File: src/rtl/mem_arb_pkg.sv
// mem_arb_pkg: shared types, constants and helpers for mem_arbiter
package mem_arb_pkg;
  typedef enum logic [1:0] {IDLE, BUSY, RESP} state_t;
  localparam logic [31:0] ERR_RDATA_DEFAULT = 32'hDEAD_BEEF;
  function automatic int slice_lo(input int idx, input int w);
    return idx * w;
  endfunction
endpackage

File: src/rtl/mem_arbiter_rr_picker.sv
// rr_picker: combinational round-robin select
// ports: req_i request vector, last_i previous grant, any_o some request set,
//        win_o first requester found scanning upward from last_i+1 with wrap
module rr_picker #(
  parameter int N  = 2,
  parameter int GW = $clog2(N)
) (
  input  logic [N-1:0]  req_i,
  input  logic [GW-1:0] last_i,
  output logic          any_o,
  output logic [GW-1:0] win_o
);
  logic [GW-1:0] idx;
  // scanned from the far end so the nearest requester after last_i is assigned last and wins
  always_comb begin
    any_o = |req_i;
    win_o = '0;
    idx = '0;
    for (int k = N; k >= 1; k--) begin
      idx = GW'((int'(last_i) + k) % N);
      if (req_i[idx]) win_o = idx;
    end
  end
endmodule

File: src/rtl/mem_arbiter.sv
// mem_arbiter: round-robin sharing of one memory port between NUM_REQ requesters
// ports: ACLK_i/ARESETN_i clock and async active-low reset;
//        req_* packed requester buses (requester 0 in LSBs) with one-cycle ready/err pulse
//        and shared rdata; mem_* single memory port, one transaction in flight;
//        TIMEOUT_CYCLES!=0 turns a silent memory into an error response
module mem_arbiter
  import mem_arb_pkg::*;
#(
  parameter int                NUM_REQ        = 2,
  parameter int                ADDR_W         = 32,
  parameter int                DATA_W         = 32,
  parameter int                TIMEOUT_CYCLES = 0,
  parameter logic [DATA_W-1:0] ERR_RDATA      = DATA_W'(ERR_RDATA_DEFAULT)
) (
  input  logic                       ACLK_i,
  input  logic                       ARESETN_i,
  input  logic [NUM_REQ-1:0]         req_valid_i,
  input  logic [NUM_REQ*ADDR_W-1:0]  req_addr_i,
  input  logic [NUM_REQ*DATA_W-1:0]  req_wdata_i,
  input  logic [NUM_REQ*DATA_W/8-1:0] req_wstrb_i,
  output logic [NUM_REQ-1:0]         req_ready_o,
  output logic [DATA_W-1:0]          req_rdata_o,
  output logic                       req_err_o,
  output logic                       mem_valid_o,
  output logic [ADDR_W-1:0]          mem_addr_o,
  output logic [DATA_W-1:0]          mem_wdata_o,
  output logic [DATA_W/8-1:0]        mem_wstrb_o,
  input  logic                       mem_ready_i,
  input  logic [DATA_W-1:0]          mem_rdata_i
);
  localparam int SW = DATA_W / 8;
  localparam int GW = $clog2(NUM_REQ);
  localparam int TW = (TIMEOUT_CYCLES == 0) ? 1 : $clog2(TIMEOUT_CYCLES + 1);
  state_t state_q, state_d;
  logic [GW-1:0] grant_q, grant_d, last_q, last_d, win;
  logic [TW-1:0] timer_q, timer_d;
  logic [NUM_REQ-1:0] ready_q, ready_d;
  logic [DATA_W-1:0] rdata_q, rdata_d, wdata_q, wdata_d;
  logic [ADDR_W-1:0] addr_q, addr_d;
  logic [SW-1:0] wstrb_q, wstrb_d;
  logic err_q, err_d, valid_q, valid_d, any, expire;
  rr_picker #(.N(NUM_REQ), .GW(GW)) u_pick (
    .req_i (req_valid_i),
    .last_i(last_q),
    .any_o (any),
    .win_o (win)
  );
  // expiry only counts when memory stays silent; a same-cycle ready takes the normal path
  assign expire = (TIMEOUT_CYCLES != 0) && (timer_q == TW'(TIMEOUT_CYCLES - 1));
  always_comb begin
    state_d = state_q;
    grant_d = grant_q;
    last_d = last_q;
    timer_d = timer_q;
    valid_d = valid_q;
    addr_d = addr_q;
    wdata_d = wdata_q;
    wstrb_d = wstrb_q;
    ready_d = '0;
    rdata_d = '0;
    err_d = 1'b0;
    case (state_q)
      IDLE: if (any) begin
        grant_d = win;
        valid_d = 1'b1;
        addr_d = req_addr_i[slice_lo(int'(win), ADDR_W) +: ADDR_W];
        wdata_d = req_wdata_i[slice_lo(int'(win), DATA_W) +: DATA_W];
        wstrb_d = req_wstrb_i[slice_lo(int'(win), SW) +: SW];
        timer_d = '0;
        state_d = BUSY;
      end
      BUSY: if (mem_ready_i || expire) begin
        valid_d = 1'b0;
        addr_d = '0;
        wdata_d = '0;
        wstrb_d = '0;
        ready_d[grant_q] = 1'b1;
        rdata_d = mem_ready_i ? mem_rdata_i : ERR_RDATA;
        err_d = !mem_ready_i;
        last_d = grant_q;
        state_d = RESP;
      end else if (TIMEOUT_CYCLES != 0) begin
        timer_d = timer_q + TW'(1);
      end
      default: state_d = IDLE;
    endcase
  end
  always_ff @(posedge ACLK_i or negedge ARESETN_i) begin
    if (!ARESETN_i) begin
      state_q <= IDLE;
      grant_q <= '0;
      last_q <= GW'(NUM_REQ - 1);
      timer_q <= '0;
      valid_q <= 1'b0;
      addr_q <= '0;
      wdata_q <= '0;
      wstrb_q <= '0;
      ready_q <= '0;
      rdata_q <= '0;
      err_q <= 1'b0;
    end else begin
      state_q <= state_d;
      grant_q <= grant_d;
      last_q <= last_d;
      timer_q <= timer_d;
      valid_q <= valid_d;
      addr_q <= addr_d;
      wdata_q <= wdata_d;
      wstrb_q <= wstrb_d;
      ready_q <= ready_d;
      rdata_q <= rdata_d;
      err_q <= err_d;
    end
  end
  assign req_ready_o = ready_q;
  assign req_rdata_o = rdata_q;
  assign req_err_o = err_q;
  assign mem_valid_o = valid_q;
  assign mem_addr_o = addr_q;
  assign mem_wdata_o = wdata_q;
  assign mem_wstrb_o = wstrb_q;
endmodule

File: config.mk
export PLATFORM = sky130hd
export DESIGN_NAME = mem_arbiter
export DESIGN_NICKNAME = d
export VERILOG_FILES = /design/src/rtl/mem_arb_pkg.sv /design/src/rtl/mem_arbiter_rr_picker.sv /design/src/rtl/mem_arbiter.sv
export SDC_FILE = /design/constraint.sdc
export NUM_CORES = 1
export LEC_CHECK = 0
export CAP_MARGIN = 10
export CELL_PAD_IN_SITES_DETAIL_PLACEMENT = 1
export CELL_PAD_IN_SITES_GLOBAL_PLACEMENT = 2
export CORE_MARGIN = 1
export CORE_UTILIZATION = 37
export CTS_CLUSTER_DIAMETER = 40
export DETAILED_ROUTE_END_ITERATION = 7
export DONT_BUFFER_PORTS = 1
export GPL_ROUTABILITY_DRIVEN = 0
export GPL_TIMING_DRIVEN = 1
export HOLD_SLACK_MARGIN = 0.08
export PLACE_DENSITY = 0.83
export SLEW_MARGIN = 10
export SYNTH_ARGS = -nofsm -noshare
export SYNTH_HDL_FRONTEND = slang
export SYNTH_SLANG_ARGS = --single-unit
export TNS_END_PERCENT = 5
File: constraint.sdc
create_clock -name ACLK_i -period 1.6 [get_ports ACLK_i]
set_input_delay 0.48 -clock ACLK_i [delete_from_list [all_inputs] [get_ports ACLK_i]]
set_output_delay 0.48 -clock ACLK_i [all_outputs]
set_load 0.03 [all_outputs]
* After elaboration in Yosys (flattened, before gate mapping)
Index checks and enable logic that the tools add are counted.
** Word-level totals
- Flip-flop bits (word level) :: 108
- Bits of input ports :: 173
- Output and inout bits :: 104
- Logic and storage cells :: 59
** Operators by class
- Add/subtract/negate cells :: 2
- Magnitude comparators :: 4
- Equality and inequality tests :: 3
- Shifts and indexed selects :: 3
- Multiplexer cells :: 28
- Reductions and logical operators :: 9
** Operators with widths (number)
- 2-to-1 mux 32 bit :: 5
- one-hot mux 32 bit (2 select lines) :: 2
- variable part select 64 x 7 -> 32 bit :: 2
- 2-to-1 mux 1 bit :: 11
- 2-to-1 mux 2 bit :: 4
- 2-to-1 mux 4 bit :: 2
- one-hot mux 4 bit (2 select lines) :: 1
- variable part select 8 x 4 -> 4 bit :: 1
- less-than comparator 1 x 2 -> 1 bit, second input constant :: 3
- AND reduction 2 bit :: 3
- != test 2 bit, second input constant :: 2
- one-hot mux 2 bit (2 select lines) :: 1
- AND reduction 3 bit :: 1
- adder 1 bit, second input constant :: 2
- == test 2 x 1 -> 1 bit, second input constant :: 1
- zero test 2 bit :: 1
- one-hot mux 1 bit (2 select lines) :: 1
- nonzero test 2 bit :: 1
- OR reduction 2 bit :: 1
- demux 1 bit (select 1 bit) :: 1
- >= comparator 1 bit, second input constant :: 1
- logical AND 1 bit :: 1
- zero test 1 bit :: 1

* Logic depth before layout (Yosys ltp)
Gate-level depths: netlist of the first run.
- Depth after elaboration :: 8
- Gate-level depth with buffers :: 6
- Depth with buffers taken out :: 3

* By module
A second synthesis of the first run with hierarchy kept.
** Unflattened totals
- Cell total of the unflattened synthesis :: 325
- Area total of the unflattened synthesis :: 4553.1 um^2
** By module, submodules not included
- mem_arbiter :: instances 1, cells each 323, area an instance 4539.4 um^2, seq. area each 2678.8 um^2
- rr_picker :: instances 1, cells each 2, area an instance 13.8 um^2, seq. area each 0.0 um^2

* Least setup slack after synthesis of the first run
OpenSTA, ideal clock, no wires.
- Kind :: input port to flip-flop
- Start point :: in req_valid_i[1]
- End point :: reg wdata_q[8] (netlist: mem_wdata_o[8])
- Setup time :: 0.129 ns
- Data arrival time :: 1.317 ns
- Required time :: 1.471 ns
- Setup slack :: 0.154 ns
- Stages :: 6
- Buffers on the path :: 3
- Cell sequence :: a21boi_1 > buf_4 > buf_6 > buf_8 > mux2i_1 > o2bb2ai_2
** Between the ends
- Longest elaborated chain between the ends :: 7
- Elaborated cells between the ends (all ways) :: 12
- Those cells by class :: eq/ne (1); shift (1); mux (8); reduce/logical (2)
** Ends and longest elaborated chain
- from (decl) :: RTL line mem_arbiter.sv:17 : input logic [NUM_REQ-1:0] req_valid_i,
- 2-to-1 mux 1 bit (implied by the code) (2 in series) :: RTL line mem_arbiter_rr_picker.sv:21 : if (req_i[idx]) win_o = idx;
- 2-to-1 mux 1 bit (2 in series) :: RTL line mem_arbiter_rr_picker.sv:21
- variable part select 64 x 7 -> 32 bit :: RTL line mem_arbiter.sv:67 : wdata_d = req_wdata_i[slice_lo(int'(win), DATA_W) +: DATA_W];
- 2-to-1 mux 32 bit :: RTL line mem_arbiter.sv:63 : IDLE: if (any) begin
- one-hot mux 32 bit (2 select lines) :: RTL line mem_arbiter.sv:62 : case (state_q)
- to (signal assigned) :: RTL line mem_arbiter.sv:108 : wdata_q <= wdata_d;
- to (decl) :: RTL line mem_arbiter.sv:38 : logic [DATA_W-1:0] rdata_q, rdata_d, wdata_q, wdata_d;
Several ways; a longest one is shown, not always the timed one. The select of a mux whose other input is x is not followed.
A chain may end at the register's enable or synchronous reset.

* Worst setup path in the final report of the first run
- Start point :: reg state_q[0]
- End point :: reg wstrb_q[2] (netlist: mem_wstrb_o[2])
** Between the ends
- Longest elaborated chain between the ends :: 3
- Elaborated cells between the ends (all ways) :: 7
- Those cells by class :: eq/ne (3); mux (1); reduce/logical (3)
** Ends and longest elaborated chain
- from (decl) :: RTL line mem_arbiter.sv:34 : state_t state_q, state_d;
- from (signal assigned) :: RTL line mem_arbiter.sv:102 : state_q <= state_d;
- == test 2 x 1 -> 1 bit / zero test 2 bit (equally long branches)
- != test 2 bit (no line) / nonzero test 2 bit (equally long branches)
- AND reduction 3 bit (no line)
- to (signal assigned) :: RTL line mem_arbiter.sv:109 : wstrb_q <= wstrb_d;
- to (decl) :: RTL line mem_arbiter.sv:40 : logic [SW-1:0] wstrb_q, wstrb_d;
Several ways; a longest one is shown, not always the timed one.

==> flow_metrics.env, run 1 <==
export IMPL_worst_path_max_fanout=32
export IMPL_die_w_um=111.9
export IMPL_fin_crit_sh_pct=89.07
export IMPL_path_clk_slew_ns=0.08
export IMPL_hold_slack_ns=-0.1664
export IMPL_rsz0062_at_grt="no"
export IMPL_filler_cell_count=1170
export IMPL_cts_buffer_depth=2
export IMPL_finalSetupTns_ns=0
export IMPL_power_frac_seq_pct=58.7
export IMPL_grt_overflow_total=0
export IMPL_slew_violations=0
export IMPL_syn_inst=317
export IMPL_path_class="reg2reg"
export IMPL_violations="design-rule violations, negative hold slack"
export IMPL_min_period_ns=1.425
export IMPL_postCtsResizedCells=0
export IMPL_power_leakage_nw=2.235
export IMPL_fin_nets=483
export IMPL_grt_pass1_vias=2846
export IMPL_ys_seq_area_share_pct=59.97
export IMPL_start_util_pct=38.46
export IMPL_grt_usage_pct=16.84
export IMPL_reg2reg_depth=4
export IMPL_wire_per_inst_um=22.92
export IMPL_powerDensity_nw_per_um2=2283
export IMPL_required_ns=1.81
export IMPL_cts_htree_levels=3
export IMPL_cts_tree="yes"
export IMPL_synth_seq_cells=107
export IMPL_p_int_w=0.006219
export IMPL_crit_arrival_ns=1.64
export IMPL_hp_class="in2async"
export IMPL_antenna_found_initial=0
export IMPL_grt_max_degree=108
export IMPL_cts_buffers_inserted=9
export IMPL_dr_pass1_iters=6
export IMPL_synthesis_nets=490
export IMPL_placementRows=39
export IMPL_wirelength_um=10500
export IMPL_dr_first_iter_drc_count=133
export IMPL_switchingPower_w=0.005120
export IMPL_ir_drop_v=0.0008240
export IMPL_finalClockSkew_ns=0.01042
export IMPL_num_antenna_cells=0
export IMPL_clkPwrFrac_pct=21.0
export IMPL_die_area_um2=12520
export IMPL_fin_ws_ns=0.1748
export IMPL_synth_cell_types=23
export IMPL_clock_sinks=107
export IMPL_pwr_share_comb_pct=20.3
export IMPL_status="finished with violations"
export IMPL_critPathLaunchType="flip-flop"
export IMPL_synthesis_area_um2=4467
export IMPL_drtAntennaViolNets=0
export IMPL_ios=277
export IMPL_setup_viol=0
export IMPL_dp_hpwl_um=7452
export IMPL_die_y_um=111.9
export IMPL_grt_pass1_wl_um=16130
export IMPL_clk_latency_ns=0.34
export IMPL_max_freq_mhz=701.7
export IMPL_io_buffers=0
export IMPL_drive_above_1_share_pct=12.38
export IMPL_area_growth_pct=11.20
export IMPL_finalHoldViolCount=106
export IMPL_p_sw_share_pct=45.15
export IMPL_maxCapViolations=0
export IMPL_via_per_inst=5.710
export IMPL_vias=2615
export IMPL_synth_warning_count=0
export IMPL_avgSynthCellArea_um2=14.09
export IMPL_fp_coreArea_um2=11610
export IMPL_drc=18
export IMPL_cp_end_kind="flip-flop"
export IMPL_cts_root_buf="clkbuf_16"
export IMPL_place_ws_ns=0.02664
export IMPL_cts_setup_buffers=0
## synth_stat cells, drive strengths merged
master / instances / area [um^2]
mux2i: 68 / 680.7
conb: 1 / 3.750
nand2b: 1 / 6.260
a22o: 1 / 8.760
inv: 2 / 7.510
o2bb2ai: 68 / 651.9
clkbuf: 8 / 30.03
nor2: 2 / 7.510
nor3: 2 / 10.01
a211o: 1 / 8.760
dfrtp: 106 / 2653
a21boi: 1 / 7.510
and2: 33 / 206.5
o21ai: 3 / 15.01
buf: 18 / 132.6
dfstp: 1 / 26.28
mux2: 1 / 11.26
## metrics by stage
stage / cells / hold slack (ns) / total power [W] / cell area (um^2) / util, %
6_report: 458 / -0.1664 / 0.01134 / 4967 / 42.77
5_1_grt: 458 / -0.1921 / 0.01189 / 4967 / 42.77
3_5_place_dp: 442 / 0.1865 / 0.009052 / 4644 / 39.99
2_1_floorplan: 317 / 0.1844 / 0.008193 / 4467 / -
3_3_place_gp: 442 / 0.1869 / 0.008919 / 4644 / 39.99
4_1_cts: 458 / -0.1859 / 0.01150 / 4967 / 42.77
## cell usage in the layout, fill, tap and decap left out, drive strengths merged, types with 2 or more instances in the layout
cell	instances
and2	33
buf	8
bufinv	2
clkbuf	9
clkinvlp	2
dfrtp	106
inv	4
mux2i	68
nor2	2
nor3	2
o21ai	3
o2bb2ai	68
## critical path, cell delays in order (launching register included)
cell and delay (ns):
dfrtp_1 0.43, nor3_1 0.08, a211o_2 0.42, buf_12 0.21, o2bb2ai_1 0.14
## metal layers
layer | vias up | track usage (%) | wire [um]
li1 | 1140 | - | -
met1 | 1308 | 18.14 | 3889
met2 | 162 | 29.94 | 5354
met3 | 5 | 7.403 | 1173
met4 | 0 | 4.505 | 81
met5 | - | 0 | 0
## flip-flops by register name (all words and copies together), names as in the netlist, 2 cells and up
signal and count:
mem_addr_o 32, mem_wdata_o 32, req_rdata_o 32, mem_wstrb_o 4, req_ready_o 2, state_q 2
## worst paths after layout
path / startpoint / to / slack (ns)
max in group asynchronous: ARESETN_i / last_q / 1.58
setup / recovery: state_q[0] / mem_wstrb_o[2] / 0.17
setup reg to reg: state_q[0] / mem_wstrb_o[2] / 0.17
hold / removal: ARESETN_i / state_q[0] / -0.17
hold reg to reg: grant_q / req_ready_o[0] / 0.51
min in group ACLK_i: mem_ready_i / state_q[0] / 0.25
## power by group through the flow
stage | logic (W) | clock network, W | registers, W
final | 0.00230 | 0.00239 | 0.00666
after global routing | 0.00254 | 0.00257 | 0.00678
after CTS | 0.00234 | 0.00247 | 0.00668
after detailed placement | 0.00236 | 0 | 0.00669
after global placement | 0.00222 | 0 | 0.00670
after floorplan | 0.00181 | 0 | 0.00638
## logic make-up (layout without fill, tap and decap cells)
logic type      Yosys count  count (layout)  synth area share, %
other cells               1               1              0.08395
compound gates           74              74                15.49
buf+inv                  28              26                3.809
simple gates             38              38                5.154
mux                      69              69                15.49
flops                   107             107                59.97
## final cells by class
class	instances	area, um^2	area share [%]
Clock inverter	7	97.59	1.965
Tap cell	143	178.9	3.602
Sequential cell	107	2679	53.93
Timing Repair Buffer	8	135.1	2.720
Multi-Input combinational cell	182	1644	33.10
Clock buffer	9	225.2	4.534
Inverter	2	7.507	0.1511
Power figures use the tool's default switching activity.
==> run 2: changes to the inputs <==
- REMOVE_ABC_BUFFERS: not set -> 1
==> run 2 against run 1 <==
  * Critical endpoint is now mem_wstrb_o[0]
  * Maximum frequency shrank 2.5%
  * Hold slack got worse by 0.0050 ns
  * The run still ends with design-rule violations, negative hold slack left
  * Critical path type unchanged
  * Routed wire length rose by 1.7%
  * Global-route usage increased by 0.39 points
  * Highest routed layer unchanged
==> flow_metrics.env, run 2 (synthesis results as in run 1) <==
export IMPL_status="finished with violations"
export IMPL_violations="design-rule violations, negative hold slack"
export IMPL_final_common_cell="dfrtp_1"
export IMPL_r2r_start="last_q"
export IMPL_dr_first_iter_drc_count=160
export IMPL_vias=2615
export IMPL_cts_htree_levels=3
export IMPL_critPathLaunchType="flip-flop"
export IMPL_met2_usage_pct=29.57
export IMPL_hp_class="in2async"
export IMPL_power_frac_seq_pct=59.6
export IMPL_fin_total_pwr_w=0.01119
export IMPL_die_w_um=111.9
export IMPL_crit_arrival_ns=1.68
export IMPL_power_leakage_nw=2.255
export IMPL_pwr_share_comb_pct=20.1
export IMPL_wire_per_inst_um=23.07
export IMPL_switchingPower_w=0.005144
export IMPL_via_per_inst=5.648
export IMPL_finalHoldViolCount=106
export IMPL_layout_common_cells="dfrtp_1 (106), mux2i_1 (68), o2bb2ai_1 (59)"
export IMPL_dp_cells=447
export IMPL_path_clk_slew_ns=0.08
export IMPL_dr_pass1_iters=6
export IMPL_clk_latency_ns=0.34
export IMPL_cts_buffers_inserted=9
export IMPL_cp_end_kind="flip-flop"
export IMPL_die_area_um2=12520
export IMPL_grtUsageMet1_pct=19.21
export IMPL_drtAntennaViolNets=0
export IMPL_grt_usage_pct=17.23
export IMPL_ir_drop_v=0.0008591
export IMPL_p_int_w=0.006045
export IMPL_fin_crit_sh_pct=91.32
export IMPL_worst_path_max_fanout=21
export IMPL_postCtsResizedCells=0
export IMPL_ios=277
export IMPL_required_ns=1.82
export IMPL_io_buffers=0
export IMPL_grt_pass1_wl_um=16460
export IMPL_finalClockSkew_ns=0.006878
export IMPL_path_class="reg2reg"
export IMPL_hold_slack_ns=-0.1715
export IMPL_grt_overflow_total=0
export IMPL_rsz0062_at_grt="no"
export IMPL_placementRows=39
export IMPL_clock_sinks=107
export IMPL_area_growth_pct=11.40
export IMPL_final_cell_count_no_fill=463
export IMPL_fp_coreArea_um2=11610
export IMPL_reg2reg_depth=5
export IMPL_startpoint="last_q"
export IMPL_cts_tree="yes"
export IMPL_die_y_um=111.9
export IMPL_fin_nets=488
export IMPL_finalSetupTns_ns=0
export IMPL_max_freq_mhz=684.4
export IMPL_setup_viol=0
export IMPL_drive_above_1_share_pct=13.44
export IMPL_dp_hpwl_um=7714
export IMPL_grt_max_degree=108
export IMPL_grt_busiest_layer="met2"
export IMPL_grt_pass1_vias=2790
export IMPL_maxCapViolations=0
export IMPL_clkPwrFrac_pct=20.3
export IMPL_min_period_ns=1.461
export IMPL_powerDensity_nw_per_um2=2249
export IMPL_drc=20
export IMPL_cts_root_buf="clkbuf_16"
export IMPL_slew_violations=0
export IMPL_antenna_found_initial=0
export IMPL_regToRegSetupSlack_ns=0.14
export IMPL_wirelength_um=10680
export IMPL_grt_met3_usage_pct=8.329
export IMPL_crit_end="mem_wstrb_o[0]"
export IMPL_filler_cell_count=1185
export IMPL_r2r_end="mem_wstrb_o[0]"
export IMPL_cts_setup_buffers=0
export IMPL_start_util_pct=38.46
export IMPL_p_sw_share_pct=45.97
export IMPL_cts_buffer_depth=2
export IMPL_num_antenna_cells=0
run 2: layout make-up:
class                   count  area [um^2]  area share [%]
flip-flops and latches    107         2679           53.83
multi-input cells         182         1642           32.99
clock buffers               9        225.2           4.526
well taps                 143        178.9           3.596
repair buffers             13        160.2           3.219
clock inverters             7        83.83           1.685
inverters                   2        7.507          0.1509
run 2: how the worst min path moves through the flow:
stage	slack, ns	end	depth (start not counted)
after floorplan	0.18	grant_q	0
after global placement	0.19	mem_wdata_o[22]	0
after detailed placement	0.19	mem_wdata_o[9]	0
after CTS	-0.18	req_rdata_o[9]	0
after global routing	-0.19	mem_wdata_o[9]	0
final	-0.17	mem_wdata_o[9]	0
run 2: worst max-delay path: stages (launching register included):
cell	delay [ns]
dfstp_2	0.39
a21boi_4	0.19
buf_12	0.22
buf_12	0.19
mux2i_1	0.24
o2bb2ai_1	0.09
run 2: power groups by stage:
stage          logic [W]  clock network, W  registers (W)
3_5_place_dp     0.00230                 0        0.00671
6_report         0.00225           0.00227        0.00667
2_1_floorplan    0.00174                 0        0.00635
3_3_place_gp     0.00218                 0        0.00672
4_1_cts          0.00229           0.00235        0.00669
5_1_grt          0.00248           0.00245        0.00681
run 2: per-layer routing:
metal  wire length [um]  vias up
met1               3851     1292
met2               5411      170
met4                 51        0
li1                   -     1149
met3               1367        4
met5                  0        -
run 2: through the flow:
stage	setup WS (ns)	utilization [%]	hold WS (ns)	cell area, um^2
2_1_floorplan	-4.301	-	0.1844	4304
3_3_place_gp	-0.01349	40.19	0.1872	4667
3_5_place_dp	-0.02596	40.19	0.1869	4667
4_1_cts	0.07796	42.85	-0.1838	4976
5_1_grt	0.05454	42.85	-0.1904	4976
6_report	0.1389	42.85	-0.1715	4976
==> run 3: changes to the inputs <==
- ABC_AREA: not set -> 1
- CORE_UTILIZATION: 37 -> 32
- PLACE_DENSITY: 0.83 -> 0.84
==> run 3 against run 2 <==
  * The run ends with negative hold slack left
  * Power grew 4.6%
  * Clock-buffer cell count up 1
  * Sequential power fell by 4.2%
  * Largest power group unchanged
  * First-iteration DRC count grew 11%
  * Highest routed layer unchanged
  * Hold slack got worse by 0.011 ns
==> flow_metrics.env, run 3 <==
export IMPL_setup_viol=0
export IMPL_synth_area_leaders="dfrtp_1 (50%), nand3_1 (19%), nand2_1 (12%)"
export IMPL_filler_cell_count=1968
export IMPL_grt_pass1_vias=4787
export IMPL_grt_usage_pct=18.85
export IMPL_placementRows=46
export IMPL_cp_end_kind="flip-flop"
export IMPL_io_buffers=0
export IMPL_syn_inst=722
export IMPL_hp_class="in2async"
export IMPL_post_dp_cell_area_um2=5485
export IMPL_area_growth_pct=9.221
export IMPL_ir_drop_v=0.0005914
export IMPL_via_per_inst=5.024
export IMPL_path_class="reg2reg"
export IMPL_powerDensity_nw_per_um2=2016
export IMPL_grt_max_degree=108
export IMPL_cts_htree_levels=3
export IMPL_regToRegSetupSlack_ns=0.15
export IMPL_violations="negative hold slack"
export IMPL_ys_seq_area_share_pct=50.36
export IMPL_wire_per_inst_um=17.87
export IMPL_num_antenna_cells=0
export IMPL_die_area_um2=17140
export IMPL_synth_edf_count=0
export IMPL_r2r_end="mem_wdata_o[30]"
export IMPL_cts_buffer_depth=2
export IMPL_finalClockSkew_ns=0.01132
export IMPL_die_w_um=130.9
export IMPL_synth_cell_types=14
export IMPL_cts_tree="yes"
export IMPL_ys_flop_type="dfrtp_1"
export IMPL_post_synth_top_count_cell="nand3_1"
export IMPL_status="finished with violations"
export IMPL_fin_nets=865
export IMPL_layout_common_cells="nand3_1 (204), nand2_1 (174), inv_1 (140)"
export IMPL_finalHoldViolCount=106
export IMPL_drive_above_1_share_pct=4.591
export IMPL_synthArstFlopShare_pct=100.0
export IMPL_synth_warning_count=0
export IMPL_min_period_ns=1.447
export IMPL_clock_sinks=107
export IMPL_clk_latency_ns=0.35
export IMPL_final_common_cell="nand3_1"
export IMPL_antenna_found_initial=0
export IMPL_dr_first_iter_drc_count=177
export IMPL_crit_arrival_ns=1.73
export IMPL_vias=4587
export IMPL_grt_overflow_total=0
export IMPL_finalSetupTns_ns=0
export IMPL_ios=277
export IMPL_synth_seq_cells=107
export IMPL_synth_common_cells="nand3_1 (205), nand2_1 (176), inv_1 (140)"
export IMPL_hold_slack_ns=-0.1829
export IMPL_rsz0062_at_grt="no"
export IMPL_r2r_start="state_q[1]"
export IMPL_drc=0
export IMPL_power_leakage_nw=3.357
export IMPL_fp_coreArea_um2=16060
export IMPL_worst_path_max_fanout=38
export IMPL_die_y_um=130.9
export IMPL_grt_pass1_wl_um=24580
export IMPL_reg2reg_depth=6
export IMPL_fin_crit_sh_pct=90.46
export IMPL_avgSynthCellArea_um2=7.367
export IMPL_start_util_pct=33.12
export IMPL_critPathLaunchType="flip-flop"
export IMPL_max_freq_mhz=690.9
export IMPL_dp_hpwl_um=11300
export IMPL_cts_root_buf="clkbuf_16"
export IMPL_postCtsResizedCells=0
export IMPL_dr_pass1_iters=4
export IMPL_maxCapViolations=0
export IMPL_drtAntennaViolNets=0
export IMPL_cts_setup_buffers=0
export IMPL_path_clk_slew_ns=0.07
export IMPL_slew_violations=0
export IMPL_cts_buffers_inserted=9
export IMPL_synthesis_area_um2=5319
export IMPL_utilization_pct=36.18
export IMPL_design_area_um2=5809
export IMPL_synth_top_cell_area_share_pct=49.87
export IMPL_wirelength_um=16320
export IMPL_synth_top_area_cell="dfrtp_1"
export IMPL_required_ns=1.88
==> run 3: cell types whose count changed after synthesis, moves of 3 or more <==
cell / change
mux2i_1: -68
buf_2: +26
nand3_1: +205
buf_6: -3
o2bb2ai_1: -59
inv_1: +138
nand2_1: +176
and2_1: -33
nor2_1: +34
o2bb2ai_2: -9
clkbuf_1: +4
==> run 3: through the flow <==
step                power [W]  cells  setup slack [ns]
CTS                   0.01186    913            0.1378
global placement     0.009186    897            0.2043
global route          0.01242    913           0.04681
floorplan            0.008116    670            -1.719
finish                0.01171    913            0.1527
detailed placement   0.009376    897            0.1899
==> run 3: power breakdown <==
group	switching, W	internal (W)
combinational	0.00190	0.000964
sequential	0.00270	0.00368
clock	0.00107	0.00139
total	0.00567	0.00604
==> run 3: worst max-delay path by stage <==
stage	depth (start not counted)	startpoint	slack (ns)	end
detailed placement	5	req_valid_i[1]	0.19	mem_wdata_o[30]
global placement	5	req_valid_i[1]	0.20	mem_wdata_o[30]
finish	6	state_q[1]	0.15	mem_wdata_o[30]
global route	6	state_q[1]	0.05	mem_wdata_o[30]
CTS	0	mem_addr_o[20]	0.14	mem_addr_o[20]
floorplan	3	req_valid_i[0]	-1.72	grant_q
==> run 3: area by class of cell <==
cell class,count,area (um^2),share of cell area [%]
clock inverters,6,95.09,1.637
inverters,140,525.5,9.046
clock buffers,10,229.0,3.941
repair buffers,11,132.6,2.283
multi-input cells,423,1878,32.33
flip-flops and latches,107,2679,46.11
well taps,216,270.3,4.652
==> run 3: logic make-up (layout without fill, tap and decap cells) <==
logic type	count (synthesis)	in the layout	share of synthesized area (%)
other cells	1	1	0.07050
buf+inv	192	167	14.75
flops	107	107	50.36
compound gates	4	4	0.4469
simple gates	418	418	34.37
==> run 3: worst max-delay path, cell delays in order (launching register included) <==
cell	delay, ns
dfrtp_1	0.38
inv_1	0.11
nand2_1	0.10
nor2_4	0.09
buf_4	0.38
nand3_1	0.21
nand2_1	0.09
==> run 3: per-layer routing <==
metal,up-vias,GRT usage (%),share of wire [%],wire [um]
met5,-,0,0,0
met4,0,5.139,0.83,135
met3,11,8.103,10,1691
met2,202,33.58,50,8172
met1,2241,20.34,39,6315
li1,2133,-,-,-
